--- config.mk ---
export PLATFORM = sky130hd
export DESIGN_NAME = fifo_burst_reader_flat
export DESIGN_NICKNAME = d
export VERILOG_FILES = /design/src/rtl/fifo_stream_pkg.sv /design/src/rtl/fifo_burst_reader_if.sv /design/src/rtl/stream_skid2.sv /design/src/rtl/fifo_burst_reader.sv /design/src/flat_wrapper.sv
export SDC_FILE = /design/constraint.sdc
export NUM_CORES = 1
export LEC_CHECK = 0
export ABC_AREA = 1
export BUFFER_PORTS_ARGS = -buffer_cell sky130_fd_sc_hd__buf_2
export CAP_MARGIN = 15
export CELL_PAD_IN_SITES_DETAIL_PLACEMENT = 1
export CELL_PAD_IN_SITES_GLOBAL_PLACEMENT = 2
export CORE_UTILIZATION = 30
export CTS_CLUSTER_DIAMETER = 60
export CTS_CLUSTER_SIZE = 25
export DETAILED_ROUTE_END_ITERATION = 10
export PLACE_DENSITY_LB_ADDON = 0.1
export SETUP_SLACK_MARGIN = 0.3
export SLEW_MARGIN = 25
export SYNTH_ARGS = -nofsm -noshare
export SYNTH_HDL_FRONTEND = slang
export SYNTH_SLANG_ARGS = --single-unit
--- constraint.sdc ---
create_clock -name rclk -period 5.06 [get_ports rclk]
set_input_delay 0.253 -clock rclk [delete_from_list [all_inputs] [get_ports rclk]]
set_output_delay 0.253 -clock rclk [all_outputs]
set_load 0.02 [all_outputs]
--- src/rtl/fifo_stream_pkg.sv ---
// Shared types and constants for the FIFO read-side burst streamer.
package fifo_stream_pkg;

  typedef enum logic [1:0] {
    IDLE   = 2'd0,
    BURST  = 2'd1,
    SETTLE = 2'd2
  } rd_state_e;

  localparam int SETTLE_CYC = 2;
  localparam int SETTLE_W   = $clog2(SETTLE_CYC);

  // Default skid entry; the top re-declares it at its own DSIZE.
  localparam int SKID_DSIZE = 8;
  typedef struct packed {
    logic                  last;
    logic [SKID_DSIZE-1:0] data;
  } skid_entry_t;

endpackage

--- src/rtl/fifo_burst_reader_if.sv ---
// FIFO read port plus outgoing valid/ready stream of the burst reader.
interface fifo_burst_reader_if #(
  parameter int DSIZE = 8,
  parameter int ASIZE = 10
);
  logic             f_r_en;
  logic             f_r_ok;
  logic [DSIZE-1:0] f_rdata;
  logic [ASIZE-1:0] f_ruse;
  logic             m_valid;
  logic             m_ready;
  logic [DSIZE-1:0] m_data;
  logic             m_last;

  modport master (
    output f_r_en, m_valid, m_data, m_last,
    input  f_r_ok, f_rdata, f_ruse, m_ready
  );

  modport slave (
    input  f_r_en, m_valid, m_data, m_last,
    output f_r_ok, f_rdata, f_ruse, m_ready
  );
endinterface

--- src/rtl/stream_skid2.sv ---
// Two-entry valid/ready buffer; head entry drives the output directly.
module stream_skid2
  import fifo_stream_pkg::*;
#(
  parameter type entry_t = skid_entry_t
) (
  input  logic       clk,
  input  logic       rst_n,
  input  logic       in_valid,
  input  entry_t     in_entry,
  output logic       out_valid,
  input  logic       out_ready,
  output entry_t     out_entry,
  output logic [1:0] cnt
);
  entry_t     head_r, tail_r, head_nxt_s, tail_nxt_s;
  logic [1:0] cnt_r, cnt_nxt_s;
  logic       pop_s;

  assign out_valid = (cnt_r != 2'd0);
  assign out_entry = head_r;
  assign cnt       = cnt_r;

  // Next contents: a simultaneous push and pop keeps the count unchanged.
  always_comb begin
    head_nxt_s = head_r;
    tail_nxt_s = tail_r;
    cnt_nxt_s  = cnt_r;
    pop_s      = out_valid & out_ready;
    case ({in_valid, pop_s})
      2'b10: begin
        if (cnt_r == 2'd0) begin
          head_nxt_s = in_entry;
          cnt_nxt_s  = 2'd1;
        end else if (cnt_r == 2'd1) begin
          tail_nxt_s = in_entry;
          cnt_nxt_s  = 2'd2;
        end else begin
          cnt_nxt_s = cnt_r;
        end
      end
      2'b01: begin
        head_nxt_s = tail_r;
        cnt_nxt_s  = cnt_r - 2'd1;
      end
      2'b11: begin
        if (cnt_r == 2'd2) begin
          head_nxt_s = tail_r;
          tail_nxt_s = in_entry;
        end else begin
          head_nxt_s = in_entry;
        end
      end
      default: begin
        cnt_nxt_s = cnt_r;
      end
    endcase
  end

  // Storage registers; reset discards any held words.
  always_ff @(posedge clk or negedge rst_n) begin
    if (!rst_n) begin
      head_r <= '0;
      tail_r <= '0;
      cnt_r  <= 2'd0;
    end else begin
      head_r <= head_nxt_s;
      tail_r <= tail_nxt_s;
      cnt_r  <= cnt_nxt_s;
    end
  end

endmodule

--- src/rtl/fifo_burst_reader.sv ---
// Drains the async FIFO read port and re-emits words as BURST_LEN-word
// bursts on a valid/ready stream, with partial bursts on flush.
module fifo_burst_reader
  import fifo_stream_pkg::*;
#(
  parameter int DSIZE     = 8,
  parameter int ASIZE     = 10,
  parameter int BURST_LEN = 16
) (
  input  logic                rclk,
  input  logic                rst_n,
  fifo_burst_reader_if.master bus,
  input  logic                flush,
  output logic                busy,
  output logic                burst_done
);
  localparam int               REM_W       = $clog2(BURST_LEN + 1);
  localparam logic [ASIZE:0]   BURST_LEN_A = (ASIZE + 1)'(BURST_LEN);
  localparam logic [REM_W-1:0] BURST_LEN_R = REM_W'(BURST_LEN);

  typedef struct packed {
    logic             last;
    logic [DSIZE-1:0] data;
  } entry_t;

  rd_state_e           state_r, state_nxt_s;
  logic [REM_W-1:0]    rem_r, rem_nxt_s;
  logic [SETTLE_W-1:0] settle_r, settle_nxt_s;
  logic                flush_pend_r, flush_pend_nxt_s;
  logic                burst_done_r;
  logic [ASIZE:0]      avail_s;
  logic                f_r_en_s, pop_s, launch_s;
  logic [1:0]          skid_cnt_s;
  entry_t              push_entry_s, head_s;
  logic                skid_valid_s;

  assign avail_s      = {1'b0, bus.f_ruse} + {{ASIZE{1'b0}}, bus.f_r_ok};
  assign pop_s        = f_r_en_s & bus.f_r_ok;
  assign push_entry_s = '{last: (rem_r == REM_W'(1)), data: bus.f_rdata};

  // Read enable depends only on registered state, never on m_ready.
  always_comb begin
    if ((state_r == BURST) && (rem_r != '0) && (skid_cnt_s < 2'd2)) begin
      f_r_en_s = 1'b1;
    end else begin
      f_r_en_s = 1'b0;
    end
  end

  // Next-state logic: launch, count down pops, then settle for stale f_ruse.
  always_comb begin
    state_nxt_s  = state_r;
    rem_nxt_s    = rem_r;
    settle_nxt_s = settle_r;
    launch_s     = 1'b0;
    case (state_r)
      IDLE: begin
        if (avail_s >= BURST_LEN_A) begin
          rem_nxt_s   = BURST_LEN_R;
          state_nxt_s = BURST;
          launch_s    = 1'b1;
        end else if (flush_pend_r && (avail_s != '0)) begin
          rem_nxt_s   = REM_W'(avail_s);
          state_nxt_s = BURST;
          launch_s    = 1'b1;
        end else begin
          state_nxt_s = IDLE;
        end
      end
      BURST: begin
        if (pop_s) begin
          rem_nxt_s = rem_r - REM_W'(1);
          if (rem_r == REM_W'(1)) begin
            state_nxt_s  = SETTLE;
            settle_nxt_s = '0;
          end else begin
            state_nxt_s = BURST;
          end
        end else begin
          state_nxt_s = BURST;
        end
      end
      SETTLE: begin
        if (settle_r == SETTLE_W'(SETTLE_CYC - 1)) begin
          state_nxt_s  = IDLE;
          settle_nxt_s = '0;
        end else begin
          settle_nxt_s = settle_r + SETTLE_W'(1);
        end
      end
      default: begin
        state_nxt_s = IDLE;
      end
    endcase
    if (launch_s) begin
      flush_pend_nxt_s = 1'b0;
    end else begin
      flush_pend_nxt_s = flush_pend_r | flush;
    end
  end

  // State, counters, pending flush and the registered burst-done pulse.
  always_ff @(posedge rclk or negedge rst_n) begin
    if (!rst_n) begin
      state_r      <= IDLE;
      rem_r        <= '0;
      settle_r     <= '0;
      flush_pend_r <= 1'b0;
      burst_done_r <= 1'b0;
    end else begin
      state_r      <= state_nxt_s;
      rem_r        <= rem_nxt_s;
      settle_r     <= settle_nxt_s;
      flush_pend_r <= flush_pend_nxt_s;
      burst_done_r <= skid_valid_s & bus.m_ready & head_s.last;
    end
  end

  stream_skid2 #(
    .entry_t (entry_t)
  ) u_skid (
    .clk       (rclk),
    .rst_n     (rst_n),
    .in_valid  (pop_s),
    .in_entry  (push_entry_s),
    .out_valid (skid_valid_s),
    .out_ready (bus.m_ready),
    .out_entry (head_s),
    .cnt       (skid_cnt_s)
  );

  assign bus.f_r_en  = f_r_en_s;
  assign bus.m_valid = skid_valid_s;
  assign bus.m_data  = head_s.data;
  assign bus.m_last  = head_s.last;
  assign busy        = (state_r != IDLE) | (skid_cnt_s != 2'd0);
  assign burst_done  = burst_done_r;

endmodule

--- src/flat_wrapper.sv ---
// flat-port wrapper written by rule: the top's interface ports become plain ports
module fifo_burst_reader_flat import fifo_stream_pkg::*;
#(
  parameter int DSIZE     = 8,
  parameter int ASIZE     = 10,
  parameter int BURST_LEN = 16
)
  (rclk, rst_n, flush, busy, burst_done, bus_f_r_en, bus_m_valid, bus_m_data, bus_m_last, bus_f_r_ok, bus_f_rdata, bus_f_ruse, bus_m_ready);
  fifo_burst_reader_if #(.DSIZE(DSIZE), .ASIZE(ASIZE)) bus_i ();
  input  logic rclk;
  input  logic rst_n;
  input  logic flush;
  output logic busy;
  output logic burst_done;
  output wire logic [$bits(bus_i.f_r_en)-1:0] bus_f_r_en;
  output wire logic [$bits(bus_i.m_valid)-1:0] bus_m_valid;
  output wire logic [$bits(bus_i.m_data)-1:0] bus_m_data;
  output wire logic [$bits(bus_i.m_last)-1:0] bus_m_last;
  input wire logic [$bits(bus_i.f_r_ok)-1:0] bus_f_r_ok;
  input wire logic [$bits(bus_i.f_rdata)-1:0] bus_f_rdata;
  input wire logic [$bits(bus_i.f_ruse)-1:0] bus_f_ruse;
  input wire logic [$bits(bus_i.m_ready)-1:0] bus_m_ready;
  assign bus_f_r_en = bus_i.f_r_en;
  assign bus_m_valid = bus_i.m_valid;
  assign bus_m_data = bus_i.m_data;
  assign bus_m_last = bus_i.m_last;
  assign bus_i.f_r_ok = bus_f_r_ok;
  assign bus_i.f_rdata = bus_f_rdata;
  assign bus_i.f_ruse = bus_f_ruse;
  assign bus_i.m_ready = bus_m_ready;
  fifo_burst_reader #(.DSIZE(DSIZE), .ASIZE(ASIZE), .BURST_LEN(BURST_LEN)) u_core (.rclk(rclk), .rst_n(rst_n), .bus(bus_i), .flush(flush), .busy(busy), .burst_done(burst_done));
endmodule
[Word level (Yosys, flattened, before mapping)]
Index checks and enable logic that the tools add are counted.
Storage, ports and cells
  register bits after elaboration: 30
  input port bits: 23
  logic and storage cells: 86
  output and inout bits: 13
Cells by class
  $lt $le $gt $ge: 2
  mux-type cells: 29
  eq/ne operators: 17
  reduce and logical (&&, ||, !) cells: 19
  add/subtract/negate cells: 4
  bitwise logic cells: 5
Operators with widths (number)
  $mux 9: 5
  $pmux 9 s3: 1
  $pmux 9 s2: 1
  $mux 5: 3
  $mux 2: 6
  $ne 2x2->1 const B: 6
  $reduce_bool 2->1: 6
  $add 10x1->11: 1
  $ge 11x5->1 const B: 1
  $reduce_bool 11->1: 1
  $pmux 5 s2: 1
  $mux 1: 9
  $eq 2x2->1 const B: 4
  $eq 2x1->1 const B: 3
  $pmux 2 s3: 1
  $reduce_and 3->1: 2
  $eq 5x1->1 const B: 1
  $reduce_bool 5->1: 1
  $sub 5x1->5 const B: 1
  $logic_not 2->1: 2
  $pmux 2 s2: 1
  $reduce_and 2->1: 2
  $reduce_and 4->1: 1
  $and 1x1->1: 3
  10 further kinds: 13

[Logic depth before layout (Yosys ltp)]
Gate-level depths: netlist (run 1).
  depth in word-level cells: 8
  depth in mapped cells: 14
  gate-level depth less buffers: 14

[By module]
A second synthesis (run 1) with hierarchy kept.
Unflattened totals
  cell total of the unflattened synthesis: 280
  area, all modules: 2001.9 um^2
By module, submodules not included
  stream_skid2: cells an instance 142, times used 1, area an instance 1096.1 um^2, sequential area each 500.5 um^2
  fifo_burst_reader: cells an instance 138, times used 1, area an instance 905.9 um^2, sequential area each 250.2 um^2

[Least setup slack after synthesis (run 1)]
Ideal clock, no wire load.
  path type: register to register
  from: reg u_core.u_skid.cnt_r[1], in the netlist u_core.u_skid.cnt[1]
  to: reg u_core.u_skid.tail_r[1] in the netlist's numbering
  clock period less this slack: 1.877 ns
  data arrival time: 1.752 ns
  path buffers: 1
  stages on the path, launching flop included: 11
  setup time: 0.125 ns
  path slack: 3.183 ns
  required time: 4.935 ns
  cell sequence: dfrtp_1 > inv_1 > ha_1 > inv_2 > nand2_2 > inv_2 > nand2_2 > a21oi_1 > nand2_2 > buf_6 > mux2_4
On the way
  elaborated cells on any way between the ends: 17
  those cells by class: order compare (1); eq/ne (7); mux (2); bitwise (2); reduce/logical (5)
RTL lines
  start, declared: line stream_skid2.sv:17  | logic [1:0] cnt_r, cnt_nxt_s;
  start signal, assigned: line stream_skid2.sv:69  | cnt_r <= cnt_nxt_s;
  $reduce_bool 2->1 *: line stream_skid2.sv:20  | assign out_valid = (cnt_r != 2'd0);
  net bus_m_valid: line flat_wrapper.sv:16  | output wire logic [$bits(bus_i.m_valid)-1:0] bus_m_valid;
  $and 1x1->1 *: line stream_skid2.sv:29  | pop_s = out_valid & out_ready;
  $eq 2x2->1: line stream_skid2.sv:30  | case ({in_valid, pop_s})
  $ne 2x2->1 (no source line) or $reduce_bool 2->1 (tied branches)
  $reduce_and 4->1 (no source line)
  end signal, assigned: line stream_skid2.sv:68  | tail_r <= tail_nxt_s;
  end, declared: line stream_skid2.sv:16  | entry_t head_r, tail_r, head_nxt_s, tail_nxt_s;
The timed path passes the listed nets; every way through them passes the cells marked *.
A chain may end at the register's enable or synchronous reset.

[Worst setup path in the final report (run 1)]
  from: reg u_core.state_r[1]
  to: reg u_core.u_skid.head_r, in the netlist u_core.u_skid.out_entry[4]
On the way
  word-level cells in the longest chain between the ends: 8
  elaborated cells on any way between the ends: 12
  those cells by class: eq/ne (5); mux (2); bitwise (1); reduce/logical (4)
Ends and longest elaborated chain
  start, declared: line fifo_burst_reader.sv:26  | rd_state_e state_r, state_nxt_s;
  start signal, assigned: line fifo_burst_reader.sv:111  | state_r <= state_nxt_s;
  $eq 2x1->1 *: line fifo_burst_reader.sv:43  | if ((state_r == BURST) && (rem_r != '0) && (skid_cnt_s < 2'd2)) begin
  $logic_and 1x1->1 * (2 in series): line fifo_burst_reader.sv:43
  $mux 1 *: line fifo_burst_reader.sv:43
  $and 1x1->1 *: line fifo_burst_reader.sv:38  | assign pop_s = f_r_en_s & bus.f_r_ok;
  $eq 2x2->1 or $eq 2x1->1 (tied branches): line stream_skid2.sv:30
  $ne 2x2->1 (no source line) or $reduce_bool 3->1 (tied branches)
  $reduce_and 2->1 (no source line)
  end signal, assigned: line stream_skid2.sv:67  | head_r <= head_nxt_s;
  end, declared: line stream_skid2.sv:16
Mark *: on every way between the ends. The rest lies on a longest branch, timed or not.

==> qor.csv, run 1 <==
stage;metric;value;unit
run_status;status;finished, final reports clean;
power;irDropWorstVdd;241.3;uV
detailed_routing;drtAntennaViolNets;0;
logic_synthesis;seq_area_frac_synth;0.3750;
layout;fin_nets;328;
clock_tree;clock_latency;270;ps
logic_synthesis;synth_seq_cells;30;
die;die-area;7004;um2
global_route;grt_pass1_vias;1771;
clock_tree;cts-resized-gates;0;
placed_design;io_buffers;35;
setup_path;crit_required;5220;ps
setup_path;worst_path_max_delay_cell;ha_1;
clock_tree;clk_pin_slew_worst_paths;70;ps
timing;rsz0062_at_grt;false;
detailed_routing;routed_wl;4570;um
setup_path;crit_top_cell;nand2_1;
timing;max_freq;467.6;MHz
layout;diodes;0;
clock_tree;h-tree-depth;2;
setup_path;worstSetupStartpointType;register;
die;initial_utilization;0.3135;
setup_path;critPathArrivalTime;2300;ps
die;ioPinCount;36;
die;dieHeight;83.69;um
logic_synthesis;syn_area_per_cell;7.820;um2
timing;hold_ws;22.93;ps
clock_tree;cts-hold-fix-buffers;0;
placed_design;place_congestion;0.7068;
setup_path;path_buf_inv;2;
logic_synthesis;synthesis.instances;256;
logic_synthesis;synth.distinct_cells;32;
clock_tree;cts_sinks;30;
global_route;gr-total-overflow;0;
layout;drive_above_1_share;0.2712;
placed_design;dpl.hpwl;3649;um
clock_tree;cts_root_buf;clkbuf_8;
timing;timing.final.crit_share;0.4227;
global_route;grt_start_max_net_pins;31;
setup_path;crit_family;simple AND/OR/NAND/NOR gates;
min_path;hold_class;input pin to async pin;
global_route;grtUsageTotal;0.1428;
detailed_routing;vias_per_cell;4.621;
layout;area_growth;17.44;%
setup_path;path_cells;inv_1 > ha_1 > nand2_1 > nor2_2 > nand2_2 > inv_2 > nand2_1 > nand2_4 > o21ai_0 > a21oi_1 > nor2_1;
logic_synthesis;synth_area;2002;um2
detailed_routing;num_vias;1719;
logic_synthesis;yosysWarnings;0;
clock_tree;cts_tree;yes;
logic_synthesis;syn_nets;290;
timing;relSlewSlack;0.5306;
timing;worst_slew_pin_slew;704.1;ps
timing;tns;0;ps
timing;min_period;2139;ps
setup_path;cp_max_fo;18;
detailed_routing;first_iter_violations;36;
detailed_routing;drc;0;
clock_tree;post_cts_buffers;0;
timing;fin_skew;5.067;ps
power;leakage;1.188;nW
global_route;grt_antenna_before_repair;0;
die;num_rows;29;
die;core_region_area;6386;um2
global_route;grt_pass1_wl;8107;um
timing;hold_violations;0;
detailed_routing;firstDrtPassIters;4;
clock_tree;clk_path_buf_depth;2;
setup_path;critical_path_class;register to register;
setup_path;slowest_delay;410;ps
setup_path;end_kind;register;
timing;finalSetupViolations;0;
run;max-cap-violations;0;
die;die-width;83.69;um
timing;slew_viol_final;0;
clock_tree;cts_buffers;5;
detailed_routing;wire_per_inst;12.28;um
power;powerDensity;563.8;nW/um2
[per-stage QoR]
step                      setup WS, ps  utilization  area [um2]  instances   power, W
after CTS                         2902       0.3681        2351        372   0.001350
after global routing              2683       0.3681        2351        372   0.001456
after global placement            2960       0.3511        2242        364   0.001099
after floorplan                   3183            -        2002        256  0.0009259
final                             2921       0.3681        2351        372   0.001325
after detailed placement          2921       0.3511        2242        364   0.001107
[power by group]
| part | leakage, nW | switching, W | internal (W) |
|---|---|---|---|
| logic | 0.767 | 0.000429 | 0.000246 |
| clock network | 0.0579 | 0.0000905 | 0.000145 |
| registers | 0.364 | 0.0000645 | 0.000351 |
[synthesized netlist by cell type (all sizes together)]
| cell | instances | area share |
|---|---|---|
| nor2 | 35 | 0.085 |
| dfrtp | 30 | 0.38 |
| o21bai | 1 | 0.0038 |
| nand3 | 23 | 0.066 |
| nand4 | 5 | 0.016 |
| o211ai | 1 | 0.0038 |
| mux2 | 5 | 0.032 |
| nand2 | 71 | 0.16 |
| o21ai | 15 | 0.037 |
| or2 | 1 | 0.0031 |
| o21a | 1 | 0.0038 |
| clkbuf | 1 | 0.0019 |
| nand3b | 3 | 0.011 |
| a21oi | 13 | 0.040 |
| xor2 | 1 | 0.0044 |
| inv | 31 | 0.058 |
| a31oi | 5 | 0.016 |
| buf | 3 | 0.014 |
| ha | 11 | 0.069 |
[flip-flops by register name, summed over array words and instances (netlist names)]
signal / cells
u_core.burst_done: 1
u_core.flush_pend_r: 1
u_core.rem_r: 5
u_core.settle_r: 1
u_core.state_r: 2
u_core.u_skid.cnt: 2
u_core.u_skid.out_entry: 9
u_core.u_skid.tail_r: 9
[worst reg2reg max path: stages, from the launching register on]
cell and delay (ps):
dfrtp_1 390, inv_1 110, ha_1 410, nand2_1 140
nor2_2 140, nand2_2 130, inv_2 90, nand2_1 100
nand2_4 200, o21ai_0 120, a21oi_1 140, nor2_1 50
[final timing paths]
kind | slack, ps | start | endpoint | depth (start not counted)
worst max-delay path | 2920 | u_core.state_r[1] | u_core.u_skid.out_entry[4] | 11
worst min-delay path | 20 | rst_n | u_core.u_skid.out_entry[7] | 1
worst max register to register | 2920 | u_core.state_r[1] | u_core.u_skid.out_entry[4] | 11
worst min register to register | 480 | u_core.rem_r[4] | u_core.rem_r[4] | 2
max in group asynchronous | 4580 | rst_n | u_core.u_skid.tail_r[0] | 1
min in group rclk | 190 | flush | u_core.flush_pend_r | 2
[per-layer routing]
| metal | wire (um) | GRT usage | vias to the layer above |
|---|---|---|---|
| met5 | 0 | 0 | - |
| met4 | 36 | 0.03698 | 0 |
| met3 | 121 | 0.02967 | 5 |
| met2 | 1986 | 0.2166 | 19 |
| met1 | 2425 | 0.2061 | 795 |
| li1 | - | - | 900 |
[cells by family after synthesis]
kind of cell	Yosys count	share of synthesized area
flip-flops	30	0.3750
multiplexers	5	0.03187
buffers and inverters	35	0.07374
AND/OR/NAND/NOR	138	0.3419
adder cells (fa/ha/maj)	11	0.06875
AO/OA/AOI/OAI	36	0.1044
XOR/XNOR	1	0.004376
[cell usage in the layout (no fill, tap or decap)]
master     count
nand4_1        5
bufinv_16      1
a31oi_1        5
nand3b_1       3
mux2_4         2
nor2_2         3
mux2_2         3
buf_2         35
a21oi_4        1
o21ai_0       14
clkinv_2       2
a21oi_2        1
inv_1         26
ha_1          11
a21oi_1       11
xor2_1         1
or2_2          1
nor2_1        29
nand2_2       13
nand3_2        1
o21bai_1       1
nor2_8         1
o211ai_1       1
inv_2          5
nand3_4        1
clkbuf_8       5
o21ai_1        1
nor2_4         2
nand3_1       21
o21a_1         1
nand2_1       55
nand2_4        3
dfrtp_1       30
[cell type report]
| type | instances | area, um2 |
|---|---|---|
| Clock buffer | 5 | 68.82 |
| Inverter | 31 | 116.4 |
| Sequential cell | 30 | 750.7 |
| Fill cell | 789 | 4035 |
| Multi-Input combinational cell | 191 | 1104 |
| Timing Repair Buffer | 35 | 175.2 |
| Clock inverter | 3 | 40.04 |
| Tap cell | 77 | 96.34 |
No activity file was read; power rests on OpenSTA's default activity.
==> inputs of run 2 (changes only) <==
ABC_AREA = 0   (was 1)
clock period = 1.9 ns   (was 5.06 ns; I/O delays follow)
==> run 2 against run 1 <==
  * Worst setup slack lost 2800 ps
  * Largest power group unchanged
  * Routed wire length grew 16%
  * Fmax grew 21%
==> qor.csv, run 2 <==
stage;metric;value;unit;change
timing;timing.final.crit_share;0.9304;;was 0.4227
timing;hold_violations;0;;unchanged
placed_design;io_buffers;35;;unchanged
logic_synthesis;ys_top_cells_by_area;dfrtp_1 42%, ha_1 7.7%, mux2_2 6.3%;;was dfrtp_1 38%, nand2_1 10%, ha_1 6.9%
timing;fin_skew;10.32;ps;was 5.067 ps
detailed_routing;routed_wl;5321;um;was 4570 um
logic_synthesis;synthesis.instances;181;;was 256
detailed_routing;num_vias;1663;;was 1719
logic_synthesis;yosysWarnings;0;;unchanged
placed_design;place_congestion;0.7508;;was 0.7068
setup_path;rr_endpoint;u_core.u_skid.tail_r[7];;was u_core.u_skid.out_entry[4]
setup_path;cp_max_fo;9;;was 18
layout;layout_common_cells;34 x buf_2, 31 x buf_4, 29 x dfrtp_1;;was 55 x nand2_1, 35 x buf_2, 30 x dfrtp_1
clock_tree;cts_buffers;5;;unchanged
setup_path;crit_family;flip-flops;;was simple AND/OR/NAND/NOR gates
detailed_routing;wire_per_inst;16.27;um;was 12.28 um
detailed_routing;vias_per_cell;5.086;;was 4.621
die;core_region_area;5608;um2;was 6386 um2
clock_tree;cts_root_buf;clkbuf_8;;unchanged
clock_tree;cts_tree;yes;;unchanged
clock_tree;clk_pin_slew_worst_paths;70;ps;about the same
min_path;worstHoldStart;flush;;
run;max-cap-violations;0;;unchanged
timing;finalSetupViolations;0;;unchanged
setup_path;worstReg2RegStart;u_core.state_r[1];;unchanged
global_route;grt_antenna_before_repair;0;;unchanged
die;dieHeight;79.18;um;was 83.69 um
logic_synthesis;synth_area;1787;um2;was 2002 um2
timing;worst_slew_pin_slew;745.2;ps;was 704.1 ps
logic_synthesis;yosys.area.top_type;dfrtp_1;;unchanged
layout;num-fill-cells;641;;was 789
run_status;status;finished, final reports clean;;unchanged
layout;layout_commonest_cell;buf_2;;was nand2_1
logic_synthesis;seq_area_frac_synth;0.4202;;was 0.3750
global_route;grt_pass1_vias;1728;;was 1771
setup_path;critical_path_class;register to register;;unchanged
layout;stdcell_count;327;;was 372
die;die-area;6269;um2;was 7004 um2
min_path;min_to;u_core.flush_pend_r;;
global_route;grt_pass1_wl;8528;um;was 8107 um
setup_path;end_kind;register;;unchanged
placed_design;dp_cells;308;;was 364
power;irDropWorstVdd;835.1;uV;was 241.3 uV
setup_path;ff2ff_path_depth;7;;was 11
logic_synthesis;syn_area_per_cell;9.871;um2;was 7.820 um2
die;initial_utilization;0.3186;;was 0.3135
logic_synthesis;syn_nets;215;;was 290
die;num_rows;27;;was 29
setup_path;r2r_setup_slack;130;ps;was 2920 ps
clock_tree;cts_sinks;30;;unchanged
layout;area_growth;53.29;%;was 17.44%
clock_tree;clock_latency;290;ps;was 270 ps
detailed_routing;firstDrtPassIters;6;;was 4
detailed_routing;drtAntennaViolNets;0;;unchanged
detailed_routing;drc;0;;unchanged
power;powerDensity;1500;nW/um2;was 563.8 nW/um2
global_route;grtUsageTotal;0.1766;;was 0.1428
timing;slew_viol_final;0;;unchanged
setup_path;crit_required;2080;ps;was 5220 ps
global_route;gr-total-overflow;0;;unchanged
logic_synthesis;synth_top_area_frac;0.4202;;was 0.3750
setup_path;path_cells;inv_2 > ha_4 > nand3b_1 > a21o_4 > nor3_4 > buf_12 > mux2_2;;was inv_1 > ha_1 > nand2_1 > nor2_2 > nand2_2 > inv_2 > nand2_1 > nand2_4 > o21ai_0 > a21oi_1 > nor2_1
setup_path;critPathArrivalTime;1940;ps;was 2300 ps
placed_design;dpl.hpwl;3836;um;was 3649 um
logic_synthesis;netlist_top_cells_count;30 x dfrtp_1, 24 x nand2_1, 17 x o21ai_0;;was 55 x nand2_1, 30 x dfrtp_1, 29 x nor2_1
setup_path;worstSetupStartpointType;register;;unchanged
timing;hold_ws;17.84;ps;was 22.93 ps
clock_tree;h-tree-depth;2;;unchanged
logic_synthesis;synth_ff_type;dfrtp_1;;unchanged
layout;drive_above_1_share;0.5137;;was 0.2712
clock_tree;clk_path_buf_depth;2;;unchanged
logic_synthesis;synth_most_common_cell;dfrtp_1;;was nand2_1
logic_synthesis;synth.distinct_cells;43;;was 32
setup_path;path_buf_inv;2;;unchanged
power;leakage;1.262;nW;was 1.188 nW
timing;max_freq;565.7;MHz;was 467.6 MHz
detailed_routing;first_iter_violations;45;;was 36
layout;diodes;0;;unchanged
timing;rsz0062_at_grt;true;;was false
min_path;hold_depth;2;;
setup_path;slowest_delay;400;ps;was 410 ps
setup_path;worst_path_max_delay_cell;dfrtp_1;;was ha_1
timing;relSlewSlack;0.5032;;was 0.5306
timing;min_period;1768;ps;was 2139 ps
min_path;hold_class;input pin to register;;was input pin to async pin
logic_synthesis;async_flop_share;1.000;;unchanged
logic_synthesis;synth_seq_cells;30;;unchanged
layout;fin_nets;288;;was 328
die;ioPinCount;36;;unchanged
logic_synthesis;synth-edff-count;0;;unchanged
global_route;grt_start_max_net_pins;31;;unchanged
die;die-width;79.18;um;was 83.69 um
## run 2: cell count changes after synthesis, sizes merged, moves of 7 or more
| cell | previous run | this run |
|---|---|---|
| nor2 | 35 | 7 |
| nand3 | 23 | 6 |
| nand2 | 71 | 24 |
| inv | 31 | 8 |
| a21oi | 13 | 6 |
| mux2i | 0 | 10 |
## run 2: per-stage QoR
stage                     worst slack [ps]    util  TNS, ps  instance area [um2]  power, W
after CTS                            153.9  0.4585        0                 2571  0.003878
after floorplan                      92.52       -        0                 1864  0.002236
final                                132.2  0.4884        0                 2739  0.004109
after detailed placement            -119.2  0.4103   -218.9                 2301  0.002896
after global routing                 70.96  0.4884        0                 2739  0.004380
after global placement              -19.24  0.4103   -19.24                 2301  0.002839
## run 2: cells by family after synthesis
| group | share of synthesized area |
|---|---|
| buffers and inverters | 0.03082 |
| xor gates and xnor gates | 0.009806 |
| DFF | 0.4202 |
| adders and majority gates | 0.07703 |
| AOI/OAI and AO/OA | 0.1527 |
| and+or+nand+nor | 0.1905 |
| muxes | 0.1191 |
## run 2: area by class of cell
| class | count | area (um2) | area share |
|---|---|---|---|
| Timing Repair Buffer | 71 | 478.0 | 0.1745 |
| Sequential cell | 30 | 752.0 | 0.2746 |
| Clock inverter | 2 | 60.06 | 0.02193 |
| Multi-Input combinational cell | 138 | 1246 | 0.4550 |
| Clock buffer | 6 | 82.58 | 0.03015 |
| Inverter | 8 | 30.03 | 0.01096 |
| Tap cell | 72 | 90.09 | 0.03289 |
## run 2: timing repair
item,CTS,global route
gates resized for setup,19,33
setup buffers,4,5
endpoints found under the hold margin,30,0
pin swaps,5,18
hold buffers,1,0
cloned,0,1
setup endpoints to repair,28,29
## run 2: worst max-delay path by stage
stage / from / end / slack [ps] / cells past startpoint
floorplan: bus_f_r_ok / u_core.rem_r[3] / 90 / 8
global placement: bus_f_r_ok / u_core.rem_r[3] / -20 / 9
detailed placement: bus_f_r_ok / u_core.rem_r[3] / -120 / 9
CTS: u_core.state_r[1] / u_core.u_skid.out_entry[3] / 150 / 8
global route: u_core.state_r[1] / u_core.u_skid.tail_r[8] / 70 / 7
finish: u_core.state_r[1] / u_core.u_skid.tail_r[7] / 130 / 7
## run 2: per-layer routing
metal | wire length [um] | up-vias | part of all wire | track usage
li1 | - | 800 | - | -
met1 | 2515 | 820 | 0.47 | 0.2306
met2 | 2560 | 35 | 0.48 | 0.2966
met3 | 185 | 8 | 0.035 | 0.03678
met4 | 59 | 0 | 0.011 | 0.04364
met5 | 0 | - | 0 | 0
## run 2: power breakdown
| group | internal, W | switching (W) |
|---|---|---|
| clock | 0.000560 | 0.000271 |
| sequential | 0.000905 | 0.000175 |
| combinational | 0.00107 | 0.00113 |
